[config.mk]
export PLATFORM = sky130hd
export DESIGN_NAME = fetch_sequencer
export DESIGN_NICKNAME = d
export VERILOG_FILES = /design/src/rtl/fetch_pkg.sv /design/src/rtl/jump_cond.sv /design/src/rtl/fetch_sequencer.sv
export SDC_FILE = /design/constraint.sdc
export NUM_CORES = 1
export LEC_CHECK = 0
export ABC_AREA = 1
export CELL_PAD_IN_SITES_DETAIL_PLACEMENT = 1
export CELL_PAD_IN_SITES_GLOBAL_PLACEMENT = 2
export CORE_AREA = 3 3 71 73
export CTS_CLUSTER_DIAMETER = 200
export DETAILED_ROUTE_END_ITERATION = 6
export DIE_AREA = 0 0 74 76
export PLACE_DENSITY_LB_ADDON = 0.1
export SLEW_MARGIN = 10
export SYNTH_ARGS = -nofsm -noshare
export SYNTH_HDL_FRONTEND = slang
export SYNTH_SLANG_ARGS = --single-unit
[constraint.sdc]
create_clock -name clk -period 1.2 [get_ports clk]
set_input_delay 0.12 -clock clk [delete_from_list [all_inputs] [get_ports clk]]
set_output_delay 0.12 -clock clk [all_outputs]
set_load 0.005 [all_outputs]
[src/rtl/fetch_pkg.sv]
// Shared definitions for the fetch sequencer: FSM states, instruction field
// positions, jump condition codes and the halt opcode.
package fetch_pkg;

  typedef enum logic [1:0] {
    ST_FETCH   = 2'd0,
    ST_OPERAND = 2'd1,
    ST_EXEC    = 2'd2,
    ST_HALT    = 2'd3
  } state_t;

  localparam int IR_IMM     = 7;
  localparam int IR_JMP     = 6;
  localparam int IR_COND_HI = 5;
  localparam int IR_COND_LO = 4;

  localparam logic [1:0] COND_ALWAYS = 2'b00;
  localparam logic [1:0] COND_Z      = 2'b01;
  localparam logic [1:0] COND_C      = 2'b10;
  localparam logic [1:0] COND_NZ     = 2'b11;

  localparam logic [7:0] HALT_OPCODE = 8'h7F;

  // A jump only exists when the target byte follows the opcode.
  function automatic logic is_jump(input logic [7:0] instr);
    return instr[IR_IMM] & instr[IR_JMP];
  endfunction

endpackage

[src/rtl/jump_cond.sv]
// Combinational evaluation of an instruction's COND field against the ALU flags.
module jump_cond
  import fetch_pkg::*;
(
  input  logic [1:0] cond,
  input  logic       flag_z,
  input  logic       flag_c,
  output logic       taken
);

  always_comb begin
    taken = 1'b0;
    case (cond)
      COND_ALWAYS: taken = 1'b1;
      COND_Z:      taken = flag_z;
      COND_C:      taken = flag_c;
      COND_NZ:     taken = ~flag_z;
      default:     taken = 1'b0;
    endcase
  end

endmodule

[src/rtl/fetch_sequencer.sv]
// Instruction fetch/operand/execute sequencer driving an external program counter.
// Optional halt opcode support is enabled with the FETCH_HALT_EN macro.
module fetch_sequencer
  import fetch_pkg::*;
(
  input  logic       clk,
  input  logic       reset,
  input  logic [7:0] pc,
  output logic [7:0] rom_addr,
  input  logic [7:0] rom_data,
  input  logic       flag_z,
  input  logic       flag_c,
  output logic       pc_inc,
  output logic       do_jump,
  output logic [7:0] dbus,
  output logic [7:0] ir,
  output logic       exec,
  output logic       halted
);

  state_t     state;
  logic [7:0] operand;
  logic       cond_ok;

  jump_cond u_jump_cond (
    .cond   (ir[IR_COND_HI:IR_COND_LO]),
    .flag_z (flag_z),
    .flag_c (flag_c),
    .taken  (cond_ok)
  );

  assign rom_addr = pc;
  assign dbus     = operand;
  // Flags are sampled live in EXEC, so the jump request cannot be registered.
  assign do_jump  = (state == ST_EXEC) & is_jump(ir) & cond_ok;

`ifdef FETCH_HALT_EN
  logic halt_q;
  assign halted = halt_q;
`else
  assign halted = 1'b0;
`endif

  always_ff @(posedge clk) begin
    if (reset) begin
      state   <= ST_FETCH;
      ir      <= 8'h00;
      operand <= 8'h00;
      pc_inc  <= 1'b1;
      exec    <= 1'b0;
`ifdef FETCH_HALT_EN
      halt_q  <= 1'b0;
`endif
    end else begin
      case (state)
        ST_FETCH: begin
          ir <= rom_data;
`ifdef FETCH_HALT_EN
          if (rom_data == HALT_OPCODE) begin
            state  <= ST_HALT;
            pc_inc <= 1'b0;
            exec   <= 1'b0;
            halt_q <= 1'b1;
          end else
`endif
          if (rom_data[IR_IMM]) begin
            state  <= ST_OPERAND;
            pc_inc <= 1'b1;
            exec   <= 1'b0;
          end else begin
            state  <= ST_EXEC;
            pc_inc <= 1'b0;
            exec   <= 1'b1;
          end
        end
        ST_OPERAND: begin
          operand <= rom_data;
          state   <= ST_EXEC;
          pc_inc  <= 1'b0;
          exec    <= 1'b1;
        end
        ST_EXEC: begin
          state  <= ST_FETCH;
          pc_inc <= 1'b1;
          exec   <= 1'b0;
        end
        ST_HALT: begin
          // Only reset leaves HALT.
          state  <= ST_HALT;
          pc_inc <= 1'b0;
          exec   <= 1'b0;
        end
        default: begin
          state  <= ST_FETCH;
          pc_inc <= 1'b1;
          exec   <= 1'b0;
        end
      endcase
    end
  end

endmodule

## Word level (Yosys, flattened, before mapping)

Cells that the tools add are included.

- Word-level logic and storage cells: 26
- Bits in latches: 0
- Bits in read-only memories: 0
- Memory bits (writable): 0
- Register bits: 20
- Memories kept: 0
- Input port bits: 20

- Shift operators: 0
- Eq/ne operators: 6
- Div/mod/pow operators: 0
- Mux-type cells: 7
- Add/subtract/negate cells: 0
- Bitwise logic cells: 4
- $lt $le $gt $ge: 0
- Reduce and logical (&&, ||, !) cells: 4
- Multipliers: 0

Operators by type and width:

| operator | number |
|---|---|
| $eq A2 B2 Y1 const B | 4 |
| $pmux W2 S4 | 1 |
| $pmux W1 S3 | 2 |
| $eq A2 B1 Y1 const B | 2 |
| $logic_not A2 Y1 | 2 |
| $pmux W1 S4 | 1 |
| $reduce_or A2 Y1 | 2 |
| $and A1 B1 Y1 | 3 |
| $mux W1 | 2 |
| $mux W2 | 1 |
| $not A1 Y1 | 1 |

## Longest topological paths before layout

Gate-level depths: netlist (run 1).

- Word-level depth: 3
- Gate-level depth with buffers: 5
- Mapped depth without buffers: 5

## By module

From an unflattened synthesis (run 1), not the netlist that was laid out.

- Cell total of the unflattened synthesis: 128
- Area total of the unflattened synthesis: 864.6 um^2

By module, submodules not included:

| module | cells each | times used | area an instance (um^2) |
|---|---|---|---|
| fetch_sequencer | 120 | 1 | 832.0 |
| jump_cond | 8 | 1 | 32.5 |

## Worst setup path before layout (run 1)

OpenSTA, ideal clock, no wires.

- Path kind: register -> output
- From: register state[0]
- To: output port do_jump
- Path buffers: 0
- Slack: 315 ps
- Cell stages (with the launch flop): 6
- Arrival time: 765 ps
- Required time: 1080 ps
- Path through: dfxtp_1 > inv_1 > nand2_1 > nor2_1 > nand2_1 > nor2_1

- Word-level cells in the longest chain between the ends: 3

RTL lines:

| what | RTL line | text |
|---|---|---|
| start: declaration | fetch_sequencer.sv:21 | `state_t state;` |
| start signal: assignment | fetch_sequencer.sv:46 | `state <= ST_FETCH;` |
| start signal: assignment | fetch_sequencer.sv:67 | `state <= ST_OPERAND;` |
| start signal: assignment | fetch_sequencer.sv:71 | `state <= ST_EXEC;` |
| $eq A2 B2 Y1 | fetch_sequencer.sv:35 | `assign do_jump = (state == ST_EXEC) & is_jump(ir) & cond_ok;` |
| $and A1 B1 Y1 (2 in series) | fetch_sequencer.sv:35 |  |
| end: declaration | fetch_sequencer.sv:14 | `output logic do_jump,` |

No other way between the ends.

## Final worst setup path (run 1)

Ends and elaborated chain as after synthesis.

==> results of run 1 <==
-- power breakdown --
group	total, W	switching, W	internal (W)
Combinational	0.000344	0.000168	0.000176
Clock	0.000525	0.000233	0.000292
Sequential	0.000768	0.0000305	0.000737
Total	0.00164	0.000431	0.00121
-- kinds of logic (layout without fill, tap and decap cells) --
group,count (synthesis),in the layout,synth area share (%)
other cells,1,1,0.469
flops,20,20,50.1
simple gates,47,47,25.0
buf+inv,17,49,12.4
compound gates,18,18,12.0
-- through the flow --
stage | setup slack [ns] | cells
after floorplan | 0.315 | 103
after global placement | -0.221 | 183
after detailed placement | -0.255 | 183
after CTS | -0.107 | 187
after global routing | -0.0282 | 187
final | 0.0388 | 187
-- state kept, by name, indices dropped and copies added, names as in the netlist --
name and cells:
state 2, dbus 8, ir 8, exec 1, pc_inc 1
-- per-layer routing --
metal / up-vias / wire length [um] / global-route usage, %
met3: 4 / 143 / 2.24
met5: - / 0 / 0
met2: 20 / 1010 / 12.7
met4: 0 / 38 / 4.17
met1: 310 / 1020 / 9.80
li1: 376 / - / -
-- worst min-delay path by stage --
stage,cells after the start,startpoint,endpoint
2_1_floorplan,1,reset,ir[7]
3_3_place_gp,0,pc[4],rom_addr[4]
3_5_place_dp,0,pc[4],rom_addr[4]
4_1_cts,0,pc[4],rom_addr[4]
5_1_grt,0,pc[1],rom_addr[1]
6_report,0,pc[1],rom_addr[1]
-- critical path, delay by kind of cell, from the launching register on --
family,cells,cell delay (ns)
buffers and inverters,2,0.17
DFF,1,0.33
and+or+nand+nor,4,0.30
-- repair_timing --
item | in CTS | in global routing
setup buffers | 0 | 0
endpoints found under the setup margin | 17 | 3
pin swaps | 0 | 1
resized for setup | 30 | 7
hold buffers | 0 | 0
-- layout by cell type, fill, tap and decap left out --
cell,count
dfxtp_2,11
buf_4,8
nand2_4,2
nor2_2,3
clkdlybuf4s50_1,11
nand2_1,6
dlymetal6s2s_1,2
a21oi_2,1
nand2_2,3
buf_2,1
o21ai_0,15
inv_1,4
dlygate4sd2_1,16
nor2_1,32
a21oi_1,1
nand3_1,1
clkbuf_8,4
conb_1,1
dfxtp_1,9
a211oi_1,1
inv_2,3
-- cell type report --
class | instances | area share [%]
Inverter | 7 | 2.17
Multi-Input combinational cell | 66 | 25.5
Sequential cell | 20 | 34.3
Clock buffer | 4 | 4.55
Tap cell | 52 | 5.38
Timing Repair Buffer | 38 | 28.2
==> results.py, run 1 <==
metrics = {
    "cells_and_area": {
        "fin_nets": 156,
        "area_growth_syn_to_layout_pct": 51.2,
        "drive_gt1_share_pct": 26.7,
        "multi_input_area_um2": 308,
        "seq_area_um2": 414,
        "final_area_um2": 1210,
        "n_fill_cell": 532,
        "diodes": 0,
        "postLayoutCoreUtil_pct": 27.4,
    },
    "cts": {
        "clock_latency_ns": 0.26,
        "cts.sinks": 20,
        "cts_buffer_depth": 2,
        "clk_pin_slew_ns": 0.08,
        "cts_tree": "built",
        "numCtsBuffers": 3,
        "htreeDepth": 1,
        "clockRootBuffer": "clkbuf_8",
    },
    "logic_synthesis": {
        "mappedNetlistArea_um2": 800,
        "synthArstFlopShare_pct": 0,
        "syn_inst": 103,
        "yosys.cell_count.top_type": "nor2_1",
        "synth.top_cell.area_share_pct": 50.1,
        "ys_seq_elements": 20,
        "synth-edff-count": 0,
        "synth_top_cell_by_area": "dfxtp_1",
        "yosysSeqAreaShare_pct": 50.1,
        "synth.top_cells.by_area": "dfxtp_1 50%, nor2_1 16%, o21ai_0 9.4%, buf_4 8.5%, nand2_1 3.3%",
        "syn_nets": 123,
        "ys_top_cells_by_count": "34 x nor2_1, 20 x dfxtp_1, 15 x o21ai_0",
        "yosys_warnings": 0,
        "syn_area_per_cell_um2": 7.76,
        "yosysUniqueCellTypes": 16,
        "synth-main-ff-cell": "dfxtp_1",
    },
    "sta": {
        "tns_ns": 0,
        "fmax_mhz": 861,
        "hold_viol_final": 0,
        "min_period_ns": 1.16,
        "drv_slew": 0,
        "finalSetupViolCount": 0,
        "min_period_over_period_pct": 96.8,
        "fin_hold_ws_ns": 0.240,
        "fin_skew_ns": 0.00165,
        "rsz0062_at_grt": "yes",
    },
    "min_path": {
        "worstHoldPathType": "in2out",
    },
    "routing": {
        "wirelength_um": 2210,
        "vias_per_cell": 3.80,
        "vias": 710,
        "first_pass_iters": 2,
        "routedWlPerCell_um": 11.8,
        "drt_iter0_drc": 19,
        "drcViolationCount": 0,
        "ant_nets": 0,
    },
    "grt": {
        "grt_pass1_wl_um": 3510,
        "grt_max_degree": 17,
        "grt.total_usage_pct": 8.06,
        "antenna_found_initial": 0,
        "grt_pass1_vias": 749,
        "overflow": 0,
    },
    "critical_path": {
        "worst-r2r-setup-slack_ns": 0.18,
        "worstReg2RegStart": "state[1]",
        "worst_setup_path_end_kind": "output port",
        "worstPathRequired_ns": 1.08,
        "ff2ff_path_depth": 6,
        "crit_type": "reg2out",
        "r2r_end": "dbus[0]",
        "critPathMaxStageDelay_ns": 0.33,
        "crit_path_max_fanout": 2,
        "cp.arrival_ns": 1.04,
        "slowest_stage": "dfxtp_2",
        "crit_chain": "inv_2 -> nand2_2 -> nor2_2 -> nand2_1 -> nor2_1 -> buf_2",
        "crit_start": "state[0]",
        "start_kind": "register",
        "crit_path_end": "do_jump",
    },
    "die": {
        "start_util_pct": 18.1,
        "die_width_um": 74,
        "boundaryPins": 48,
        "dieHeight_um": 76,
        "design.core.area_um2": 4410,
        "row_count": 24,
        "die_area_um2": 5620,
    },
    "place": {
        "hpwl_um": 1710,
        "io_buffers": 30,
        "dpl_cell_area_um2": 1150,
        "globalplace.congestion": 0.660,
    },
    "pwr": {
        "peakVddDrop_uv": 298,
        "power_leakage_nw": 0.575,
        "finalPower_w": 0.00164,
        "p_per_area_nw_per_um2": 1350,
    },
    "run": {
        "cap_viol_max_count": 0,
    },
    "outcome": {
        "status": "finished clean",
    },
}
Note: power is estimated with default switching activity, not from simulation.
==> run 2, diff against run 1 <==
==> constraint.sdc (replaced) <==
create_clock -name clk -period 1.1 [get_ports clk]
set_input_delay 0.11 -clock clk [delete_from_list [all_inputs] [get_ports clk]]
set_output_delay 0.11 -clock clk [all_outputs]
set_load 0.005 [all_outputs]
==> run 2 against run 1 <==
Against the previous run: the flow now finishes with violations (negative setup slack); clock power is 8.4% higher; highest routed layer unchanged; first-iteration DRC count up 5.3%; critical endpoint unchanged; via count increased by 1.3%.
==> results.py, run 2 (synthesis results as in run 1) <==
metrics = {
    "outcome": {
        "status": "complete, but fails checks",
        "violations": "negative setup slack",
    },
    "sta": {
        "min_period_ns": 1.16,
        "hold_viol_final": 0,
        "rsz0062_at_grt": "yes",
        "fin_hold_ws_ns": 0.220,
        "tns_ns": -0.0589,
        "fmax_mhz": 863,
        "min_period_over_period_pct": 105,
        "drv_slew": 0,
        "setup_slack_ns": -0.0589,
        "fin_skew_ns": 0.00219,
        "finalSetupViolCount": 1,
    },
    "critical_path": {
        "worst_setup_path_end_kind": "output port",
        "worstPathRequired_ns": 0.99,
        "cp_top_family": "flip-flops",
        "crit_path_max_fanout": 2,
        "crit_type": "reg2out",
        "start_kind": "register",
        "cp_common_cell": "nor2_1",
        "slowest_stage": "dfxtp_2",
        "crit_chain": "inv_2 -> nand2_2 -> nor2_1 -> nand2_1 -> nor2_1 -> buf_2",
        "path_buf_inv": 2,
        "cp.arrival_ns": 1.05,
        "critPathMaxStageDelay_ns": 0.33,
    },
    "cells_and_area": {
        "fin_cells": 188,
        "fin_nets": 157,
        "postLayoutCoreUtil_pct": 27.9,
        "layout_commonest_cell": "nor2_1",
        "seq_area_um2": 414,
        "final_cell_mix": "33 x nor2_1, 15 x dlygate4sd2_1, 14 x o21ai_0, 11 x dfxtp_2, 11 x clkdlybuf4s50_1",
        "multi_input_area_um2": 315,
        "area_growth_syn_to_layout_pct": 53.8,
        "final_area_um2": 1230,
        "diodes": 0,
        "n_fill_cell": 527,
        "drive_gt1_share_pct": 27.9,
    },
    "grt": {
        "grt_max_degree": 17,
        "overflow": 0,
        "grt.total_usage_pct": 8.04,
        "antenna_found_initial": 0,
        "grt_pass1_vias": 761,
        "grt_pass1_wl_um": 3530,
    },
    "pwr": {
        "power_leakage_nw": 0.552,
        "p_per_area_nw_per_um2": 1470,
        "peakVddDrop_uv": 342,
    },
    "place": {
        "io_buffers": 30,
        "dp_cells": 183,
        "dpl_cell_area_um2": 1150,
        "hpwl_um": 1710,
        "globalplace.congestion": 0.660,
    },
    "die": {
        "design.core.area_um2": 4410,
        "row_count": 24,
        "start_util_pct": 18.1,
        "die_area_um2": 5620,
        "boundaryPins": 48,
        "dieHeight_um": 76,
        "die_width_um": 74,
    },
    "routing": {
        "routedWlPerCell_um": 11.8,
        "drcViolationCount": 0,
        "wirelength_um": 2220,
        "vias_per_cell": 3.82,
        "drt_iter0_drc": 20,
        "ant_nets": 0,
        "first_pass_iters": 4,
        "vias": 719,
    },
    "cts": {
        "cts_tree": "built",
        "cts_hold_buf": 0,
        "cts.sinks": 20,
        "numCtsBuffers": 3,
        "clockRootBuffer": "clkbuf_8",
        "clk_pin_slew_ns": 0.08,
        "clock_latency_ns": 0.26,
        "cts_buffer_depth": 2,
        "htreeDepth": 1,
    },
    "min_path": {
        "worstHoldPathType": "in2out",
    },
    "run": {
        "cap_viol_max_count": 0,
    },
}
[run 2: repair_timing]
item | 4_1_cts | 5_1_grt
pin swaps | 0 | 6
hold endpoints to repair | 0 | 0
buffers inserted | 0 | 1
resized for setup | 32 | 14
endpoints found under the setup margin | 19 | 8
[run 2: power breakdown]
group / leakage [nW] / total, W / switching (W) / internal [W]
Clock: 0.0288 / 0.000569 / 0.000250 / 0.000318
Sequential: 0.169 / 0.000838 / 0.0000339 / 0.000804
Combinational: 0.354 / 0.000400 / 0.000194 / 0.000206
[run 2: cell type report]
| cell class | count | area share [%] |
|---|---|---|
| Tap cell | 52 | 5.29 |
| Multi-Input combinational cell | 66 | 25.6 |
| Clock buffer | 4 | 4.48 |
| Sequential cell | 20 | 33.7 |
| Inverter | 7 | 2.64 |
| Timing Repair Buffer | 39 | 28.3 |
[run 2: metal layers]
metal / vias up / global-route usage, % / wire [um]
li1: 379 / - / -
met1: 314 / 10.3 / 1070
met2: 22 / 12.2 / 979
met3: 4 / 1.98 / 129
met4: 0 / 4.17 / 38
met5: - / 0 / 0
[run 2: final timing paths]
path,endpoint,depth (start not counted),slack (ns),from
max reg2reg,dbus[3],5,0.08,state[1]
min,rom_addr[1],0,0.22,pc[1]
min reg2reg,dbus[4],2,0.48,dbus[4]
max,do_jump,6,-0.06,state[0]
[run 2: per-stage QoR]
stage,setup slack [ns],total power (W)
2_1_floorplan,0.225,0.00103
3_3_place_gp,-0.301,0.00127
3_5_place_dp,-0.337,0.00127
4_1_cts,-0.193,0.00181
5_1_grt,-0.144,0.00193
6_report,-0.0589,0.00181
[run 2: worst register-to-register path, delay by kind of cell, from the launching register on]
| kind | cells | cell delay (ns) |
|---|---|---|
| buf+inv | 2 | 0.25 |
| flops | 1 | 0.32 |
| simple gates | 2 | 0.16 |
| compound gates | 1 | 0.19 |
==> run 3, diff against run 2 <==
--- a/config.mk
+++ b/config.mk
@@ -8,10 +8,10 @@
 export ABC_AREA = 1
 export CELL_PAD_IN_SITES_DETAIL_PLACEMENT = 1
 export CELL_PAD_IN_SITES_GLOBAL_PLACEMENT = 2
-export CORE_AREA = 3 3 71 73
+export CORE_AREA = 2 2 70 72
 export CTS_CLUSTER_DIAMETER = 200
 export DETAILED_ROUTE_END_ITERATION = 6
-export DIE_AREA = 0 0 74 76
+export DIE_AREA = 0 0 72 74
 export PLACE_DENSITY_LB_ADDON = 0.1
 export SLEW_MARGIN = 10
 export SYNTH_ARGS = -nofsm -noshare
==> run 3 against run 2 <==
Against the previous run: the run still ends with negative setup slack left; combinational power fell by 2%; count of clock-buffer cells in the layout did not move; design area rose by 0.30%; critical endpoint unchanged; clock power barely moved; core utilization fell by 1.0 points; setup slack improved by 0.022 ns; global-route usage rose by 0.90 points; wire length rose by 2.0%; highest routed layer unchanged; largest power group unchanged; clock skew fell by 0.00055 ns; sequential share of layout area rose by 0.10 points.
==> results.py, run 3 (synthesis results as in run 1) <==
metrics = {
    "outcome": {
        "status": "complete, but fails checks",
        "violations": "negative setup slack",
    },
    "place": {
        "globalplace.congestion": 0.715,
        "hpwl_um": 1660,
        "io_buffers": 30,
        "dp_cells": 185,
        "dpl_worst_slack_ns": -0.350,
    },
    "cts": {
        "htreeDepth": 1,
        "clk_pin_slew_ns": 0.08,
        "numCtsBuffers": 3,
        "cts_hold_buf": 0,
        "cts_buffer_depth": 2,
        "clockRootBuffer": "clkbuf_8",
        "cts.sinks": 20,
        "clock_latency_ns": 0.26,
        "postCtsSetupBuffers": 0,
        "cts_tree": "built",
    },
    "grt": {
        "grt_max_degree": 17,
        "grt.total_usage_pct": 8.94,
        "antenna_found_initial": 0,
        "grt_pass1_wl_um": 3660,
        "grt_pass1_vias": 793,
        "overflow": 0,
    },
    "sta": {
        "rsz0062_at_grt": "yes",
        "min_period_ns": 1.14,
        "fin_skew_ns": 0.00164,
        "hold_viol_final": 0,
        "fin_hold_ws_ns": 0.220,
        "finalSetupViolCount": 1,
        "min_period_over_period_pct": 103,
        "fmax_mhz": 880,
        "tns_ns": -0.0369,
        "setup_slack_ns": -0.0369,
        "drv_slew": 0,
    },
    "cells_and_area": {
        "area_growth_syn_to_layout_pct": 54.3,
        "diodes": 0,
        "fin_nets": 157,
        "final_cell_mix": "32 x nor2_1, 16 x dlygate4sd2_1, 13 x dfxtp_2, 11 x o21ai_0, 10 x clkdlybuf4s50_1",
        "postLayoutCoreUtil_pct": 26.8,
        "n_fill_cell": 562,
        "drive_gt1_share_pct": 29.4,
        "fin_cells": 190,
        "layout_commonest_cell": "nor2_1",
    },
    "routing": {
        "vias": 723,
        "drcViolationCount": 0,
        "routedWlPerCell_um": 11.9,
        "drt_iter0_drc": 9,
        "ant_nets": 0,
        "wirelength_um": 2260,
        "vias_per_cell": 3.81,
        "first_pass_iters": 4,
    },
    "die": {
        "row_count": 25,
        "die_width_um": 72,
        "start_util_pct": 17.4,
        "die_area_um2": 5330,
        "dieHeight_um": 74,
        "design.core.area_um2": 4600,
        "boundaryPins": 48,
    },
    "critical_path": {
        "start_kind": "register",
        "crit_type": "reg2out",
        "worst_setup_path_end_kind": "output port",
        "worstPathRequired_ns": 0.99,
        "cp.arrival_ns": 1.03,
        "crit_path_max_fanout": 2,
    },
    "pwr": {
        "power_leakage_nw": 0.561,
        "p_per_area_nw_per_um2": 1460,
        "peakVddDrop_uv": 383,
    },
    "run": {
        "cap_viol_max_count": 0,
    },
    "min_path": {
        "worstHoldPathType": "in2out",
    },
}
==> run 3: final cells by class <==
| class | instances | area [um^2] | area share (%) |
|---|---|---|---|
| Sequential cell | 20 | 417 | 33.8 |
| Tap cell | 54 | 67.6 | 5.48 |
| Timing Repair inverter | 1 | 7.51 | 0.609 |
| Timing Repair Buffer | 38 | 342 | 27.7 |
| Multi-Input combinational cell | 66 | 313 | 25.4 |
| Clock buffer | 4 | 55.1 | 4.46 |
| Inverter | 7 | 32.5 | 2.64 |
==> run 3: worst max-delay path, stage by stage (launching register included) <==
cell and delay (ns):
dfxtp_2 0.33, inv_2 0.06, nand2_2 0.06, nor2_2 0.09, nand2_1 0.05, nor2_1 0.08
buf_2 0.11
==> run 3: per-layer routing <==
| metal | GRT usage (%) | wire [um] | vias up | share of wire (%) |
|---|---|---|---|---|
| met4 | 3.98 | 14 | 0 | 0.62 |
| met1 | 10.6 | 1040 | 316 | 46 |
| met3 | 1.90 | 116 | 2 | 5.1 |
| met5 | 0 | 0 | - | 0 |
| met2 | 15.6 | 1090 | 26 | 48 |
| li1 | - | - | 379 | - |
==> run 3: what timing repair did <==
item                       in CTS  in global routing
gates cloned                    0                  1
pin swaps                       1                  2
hold endpoints to repair        0                  0
gates resized for setup        38                 13
setup endpoints to repair      19                 17
==> run 3: path summary, 6_finish.rpt <==
path,end,startpoint,cells after the start,slack (ns)
worst max-delay path,do_jump,state[0],6,-0.04
worst min-delay path,rom_addr[1],pc[1],0,0.22
worst max register to register,dbus[4],state[1],5,0.10
worst min register to register,dbus[2],dbus[2],2,0.48
==> run 3: power by group <==
part	leakage (nW)	internal, W	total, W	switching, W
sequential	0.170	0.000806	0.000839	0.0000333
combinational	0.362	0.000199	0.000394	0.000195
clock	0.0288	0.000318	0.000572	0.000253
total	0.561	0.00132	0.00181	0.000482
==> run 3: stage by stage <==
step / instance area [um^2] / total power (W)
floorplan: 800 / 0.00103
global placement: 1150 / 0.00127
detailed placement: 1150 / 0.00127
CTS: 1200 / 0.00182
global route: 1230 / 0.00193
finish: 1230 / 0.00181
